===== config.mk =====
export PLATFORM = sky130hd
export DESIGN_NAME = ripple_count_sequencer
export DESIGN_NICKNAME = d
export VERILOG_FILES = /design/src/rtl/ripple_count_sequencer.sv
export SDC_FILE = /design/constraint.sdc
export NUM_CORES = 1
export LEC_CHECK = 0
export ABC_CLOCK_PERIOD_IN_PS = 1950
export CORE_ASPECT_RATIO = 0.7
export CORE_MARGIN = 1.5
export CORE_UTILIZATION = 52
export DETAILED_ROUTE_END_ITERATION = 10
export HOLD_SLACK_MARGIN = 0.12
export PLACE_DENSITY = 0.81
export RECOVER_POWER = 100
export SLEW_MARGIN = 20
export SYNTH_ARGS = -nofsm -noshare
export SYNTH_HDL_FRONTEND = slang
export SYNTH_SLANG_ARGS = --single-unit

===== constraint.sdc =====
create_clock -name clk -period 1.95 [get_ports clk]
set_clock_uncertainty 0.05 [all_clocks]
set_input_delay 0.585 -clock clk [delete_from_list [all_inputs] [get_ports clk]]
set_output_delay 0.585 -clock clk [all_outputs]
set_load 0.02 [all_outputs]

===== src/rtl/ripple_count_sequencer.sv =====
// Synchronous sequencer that clears an asynchronous ripple counter, issues count
// pulses, waits for the ripple to settle and checks each sample against a shadow count.
module ripple_count_sequencer #(
    parameter int WIDTH  = 4,
    parameter int SETTLE = 2
) (
    input  logic             clk,
    input  logic             rst,
    input  logic             start,
    input  logic             abort,
    input  logic [WIDTH-1:0] target,
    input  logic [WIDTH-1:0] cnt_q,
    output logic             cnt_clk,
    output logic             cnt_rst,
    output logic             busy,
    output logic             done,
    output logic             err,
    output logic [WIDTH-1:0] count_out
);

    typedef enum logic [2:0] {
        S_IDLE     = 3'd0,
        S_CLEAR    = 3'd1,
        S_PULSE_HI = 3'd2,
        S_PULSE_LO = 3'd3,
        S_WAIT     = 3'd4,
        S_CHECK    = 3'd5,
        S_DONE     = 3'd6
    } state_t;

    localparam logic [3:0] SETTLE_LAST = 4'(SETTLE - 1);

    state_t           state_r;
    logic [3:0]       wait_r;
    logic [WIDTH-1:0] shadow_r;
    logic [WIDTH-1:0] tgt_r;
    logic             cnt_clk_r;
    logic             cnt_rst_r;
    logic             busy_r;
    logic             done_r;
    logic             err_r;
    logic [WIDTH-1:0] count_out_r;

    assign cnt_clk   = cnt_clk_r;
    assign cnt_rst   = cnt_rst_r;
    assign busy      = busy_r;
    assign done      = done_r;
    assign err       = err_r;
    assign count_out = count_out_r;

    // Sequencer FSM; each output flop is loaded with its value for the state being entered.
    always_ff @(posedge clk or posedge rst) begin
        if (rst) begin
            state_r     <= S_IDLE;
            wait_r      <= 4'd0;
            shadow_r    <= '0;
            tgt_r       <= '0;
            cnt_clk_r   <= 1'b0;
            cnt_rst_r   <= 1'b0;
            busy_r      <= 1'b0;
            done_r      <= 1'b0;
            err_r       <= 1'b0;
            count_out_r <= '0;
        end else if (abort && (state_r != S_IDLE)) begin
            // Abort keeps err and count_out so the host can still inspect them.
            state_r   <= S_IDLE;
            cnt_clk_r <= 1'b0;
            cnt_rst_r <= 1'b0;
            busy_r    <= 1'b0;
            done_r    <= 1'b0;
        end else begin
            case (state_r)
                S_IDLE: begin
                    if (start) begin
                        tgt_r     <= target;
                        err_r     <= 1'b0;
                        cnt_rst_r <= 1'b1;
                        busy_r    <= 1'b1;
                        state_r   <= S_CLEAR;
                    end else begin
                        state_r <= S_IDLE;
                    end
                end
                S_CLEAR: begin
                    shadow_r  <= '0;
                    cnt_rst_r <= 1'b0;
                    wait_r    <= 4'd0;
                    state_r   <= S_WAIT;
                end
                S_PULSE_HI: begin
                    cnt_clk_r <= 1'b0;
                    state_r   <= S_PULSE_LO;
                end
                S_PULSE_LO: begin
                    wait_r  <= 4'd0;
                    state_r <= S_WAIT;
                end
                S_WAIT: begin
                    if (wait_r == SETTLE_LAST) begin
                        state_r <= S_CHECK;
                    end else begin
                        wait_r  <= wait_r + 4'd1;
                        state_r <= S_WAIT;
                    end
                end
                S_CHECK: begin
                    count_out_r <= cnt_q;
                    if (cnt_q != shadow_r) begin
                        err_r   <= 1'b1;
                        done_r  <= 1'b1;
                        state_r <= S_DONE;
                    end else if (shadow_r == tgt_r) begin
                        done_r  <= 1'b1;
                        state_r <= S_DONE;
                    end else begin
                        // Shadow advances with the pulse it predicts, so it never wraps.
                        shadow_r  <= shadow_r + WIDTH'(1);
                        cnt_clk_r <= 1'b1;
                        state_r   <= S_PULSE_HI;
                    end
                end
                S_DONE: begin
                    done_r  <= 1'b0;
                    busy_r  <= 1'b0;
                    state_r <= S_IDLE;
                end
                default: begin
                    cnt_clk_r <= 1'b0;
                    cnt_rst_r <= 1'b0;
                    busy_r    <= 1'b0;
                    done_r    <= 1'b0;
                    state_r   <= S_IDLE;
                end
            endcase
        end
    end

endmodule


# Yosys cells after proc, flatten, opt, wreduce, memory -nomap -nowiden
# Cells that the tools add are included.
word_totals:
  reg_bits: 24
  out_inout_bits: 9
  elab_cells: 82
op_classes:
  addsub: 2
  n_eq_ne: 22
  muxes: 27
  bitwise: 1
  reduce_logical: 20
ops:
  columns: ["operator", "count"]
  rows:
  - ["$reduce_or 5->1", 4]
  - ["$pmux 4 s2", 2]
  - ["$pmux 3 s5", 1]
  - ["$mux 1", 13]
  - ["$mux 4", 3]
  - ["$ne 2x2->1 const B", 5]
  - ["$pmux 1 s2", 5]
  - ["$eq 3x3->1 const B", 3]
  - ["$mux 3", 3]
  - ["$ne 3x3->1 const B", 3]
  - ["$reduce_and 3->1", 3]
  - ["$add 4x1->4 const B", 2]
  - ["$ne 2x1->1 const B", 4]
  - ["$reduce_and 2->1", 4]
  - ["$reduce_and 4->1", 2]
  - ["$eq 3x2->1 const B", 2]
  - ["$reduce_bool 2->1", 3]
  - ["$eq 4x1->1 const B", 1]
  - ["$eq 4x4->1", 1]
  - ["$ne 4x4->1", 1]
  - ["$ne 4x4->1 const B", 1]
  - ["$eq 3x1->1 const B", 1]
  - ["$logic_not 3->1", 1]
  - ["$reduce_bool 3->1", 1]
  - ["other kinds (3)", 3]

# Depth between registers and ports, before layout
depth:
  depth_word: 5
  depth_mapped: 7

# Worst setup path before layout
# Ideal clock, no wire load.
synth_path:
  kind: "input port to flip-flop"
  startpoint: "in cnt_q[1]"
  endpoint: "reg shadow_r[3]"
  arrival_time_ps: 1573
  setup_slack_ps: 235
  path_stages: 5
  path_cell_list: "xor2_1 > nor4_4 > and2_4 > nand2_4 > o31ai_2"
synth_between:
  elab_chain_cells: 3
synth_lines:
  columns: ["element", "line", "rtl"]
  rows:
  - ["start, declared", "12", "input logic [WIDTH-1:0] cnt_q,"]
  - ["$ne 4x4->1", "108", "if (cnt_q != shadow_r) begin"]
  - ["$ne 2x2->1 (no line)", null, null]
  - ["$reduce_and 4->1 (no line)", null, null]
  - ["end signal, assigned", "117", "shadow_r <= shadow_r + WIDTH'(1);"]
  - ["end, declared", "35", "logic [WIDTH-1:0] shadow_r;"]
# Every way passes these cells.
# A chain may end at the register's enable or synchronous reset.

# Worst setup path in the final report
layout_path:
  startpoint: "in cnt_q[0]"
  endpoint: "reg shadow_r[3]"
# The elaborated chain is that of the path after synthesis.

==> results.toml <==
[finish]
fin_util_pct = 70.1
layout_commonest_cell = "dfrtp_1"
drive_above_1_share_pct = 13.9
stdcell_area_um2 = 1560
fill_cells = 192
multi_input_area_um2 = 633
final_cell_mix = "dfrtp_1, nand2_1, nor2_1"
final_nets = 181
areaGrowthSynthToFinish_pct = 22.3
diodes = 0
seqCellArea_um2 = 601

[power_and_ir_drop]
power.leakage_nw = 0.706
ir_worst_vdd_uv = 674
powerDensity_nw_per_um2 = 1160

[route]
routed_via_density = 5.61
first_pass_iters = 4
drt_wl_total_um = 2960
ant_nets = 0
drtIter0Drc = 60
vias = 1105
drc = 0
wl_per_cell_um = 15.0

[clock_network]
cts_setup_buffers = 0
cts_tree = "built"
clk_latency_ps = 310
clk_pin_slew_worst_paths_ps = 130
cts_num_sinks = 24
cts.path.max_buffers = 2
cts_buffers = 3
htree_levels = 1
root_buffer = "clkbuf_4"
ctsHoldBuffers = 0

[yosys]
synth.distinct_cells = 35
synth_fp_nets = 149
synth_top_area_share_pct = 47.1
synth_seq_cells = 24
synthesis.instances = 134
yosysSeqAreaShare_pct = 47.1
syn-cell-area_um2 = 1270
yosysWarnings = 0
post_synth.cell_area_avg_um2 = 9.51
synthTopCellsByArea = "dfrtp_1, nand2_1, o21ai_0, o21ai_1, mux2_2"
synth_top_area_cell = "dfrtp_1"

[timing]
setup_viol = 0
period_minus_slack_ps = 1930
relSlewSlack_pct = 61.2
period_share_pct = 98.9
slew_violations = 0
worst_pin_slew_ps = 581
max_freq_ghz = 0.518
finalHoldViolations = 0

[die]
core-area_um2 = 2220
die_area_um2 = 2760
fp.dieW_um = 62.2
ios = 21
dieHeight_um = 44.4
floorplan.initialDensity_pct = 57.3
row_count = 14

[placement]
routabilityCongestion = 0.824
detailed_place_hpwl_um = 2130
placed_cell_area_um2 = 1590
io_buffers = 20

[critical_path]
critPathLaunchType = "input pin"
worst_r2r_endpoint = "wait_r[2]"
rr_startpoint = "state_r[1]"
r2r_slack_ps = 190
crit_type = "in -> reg"
r2r_cells = 5
crit_fanout = 4
cp.required_ps = 2140
end_kind = "flop"
cp.arrival_ps = 2120

[global_route]
first_global_vias = 1054
grt_pass1_wl_um = 4800
grt_util_all_layers_pct = 23.0
antenna_found_initial = 0
grt_max_degree = 25
overflow = 0

[hold_path]
hold_start = "count_out[3]"
hp-class = "reg -> reg"
holdPathStages = 2
worstHoldEndpoint = "count_out[3]"

[run_status]
outcome = "completed"

[run]
cap_violations = 0
-- power by group --
group          switching, mW  internal (mW)
Sequential             0.114          0.658
Clock                  0.145          0.114
Combinational          0.461          0.309
-- state kept, by name, summed over array words and instances, names as in the netlist --
register	flops
err	1
cnt_rst	1
count_out	4
tgt_r	4
shadow_r	4
busy	1
cnt_clk	1
wait_r	4
state_r	3
done	1
-- layer usage --
metal  track usage, %  up-vias  wire, µm
met3             5.60        6       203
met4             11.1        0        53
li1                 -      530         -
met5                0        -         0
met1             30.9      522      1310
met2             36.3       47      1400
-- cells by family after synthesis --
| logic type | synth area share [%] |
|---|---|
| AO/OA/AOI/OAI | 15.7 |
| XOR/XNOR | 5.50 |
| adder cells (fa/ha/maj) | 2.94 |
| buffers and inverters | 2.75 |
| flip-flops | 47.1 |
| multiplexers | 3.53 |
| AND/OR/NAND/NOR | 22.5 |
-- synthesized netlist by cell type, drive strengths merged --
master	instances
dfrtp	24
nand2	18
o21ai	18
nor2	10
a21oi	8
nand2b	7
nand3	6
clkbuf	4
inv	4
mux2	4
xnor2	4
xor2	4
ha	3
nor3	2
nor4	2
or2	2
a311oi	1
a31oi	1
a41oi	1
and2	1
and3	1
buf	1
nand3b	1
nand4	1
nor3b	1
o211ai	1
o2bb2ai	1
o31a	1
o31ai	1
o41ai	1
-- area by class of cell --
cell class / count / share of cell area, %
clock buffer: 4 / 2.33
multi-input combinational: 101 / 40.6
inverter: 4 / 0.963
tap: 32 / 2.57
timing repair buffer: 32 / 15.0
sequential: 24 / 38.5
-- how the worst max path moves through the flow --
stage | slack (ps) | depth (start not counted) | to | startpoint
global placement | -220 | 6 | shadow_r[3] | cnt_q[1]
detailed placement | -310 | 7 | shadow_r[1] | cnt_q[1]
finish | 20 | 6 | shadow_r[3] | cnt_q[0]
floorplan | 230 | 5 | shadow_r[3] | cnt_q[1]
global route | -40 | 7 | shadow_r[0] | cnt_q[0]
CTS | 2 | 1 | count_out[3] | count_out[3]
-- critical path, cell delays in order --
cell             delay [ps]
clkdlybuf4s50_1         460
xor2_1                  200
nor4_4                  360
and2_4                  230
nand2_4                  70
o31ai_2                 210
-- stage by stage --
step / power, mW / cells / setup WS, ps / hold WS, ps / setup TNS, ps
2_1_floorplan: 1.32 / 134 / 235 / 442 / 0
4_1_cts: 1.91 / 197 / 2.03 / 446 / 0
3_3_place_gp: 1.62 / 193 / -215 / 407 / -1320
3_5_place_dp: 1.65 / 193 / -306 / 414 / -2080
5_1_grt: 1.94 / 197 / -36.1 / 484 / -119
6_report: 1.80 / 197 / 21.3 / 447 / 0
-- repair_timing --
action,CTS,global route
pin swaps,0,2
gates cloned,0,0
resized for setup,2,10
setup endpoints to repair,2,9
Power figures use the tool's default switching activity.
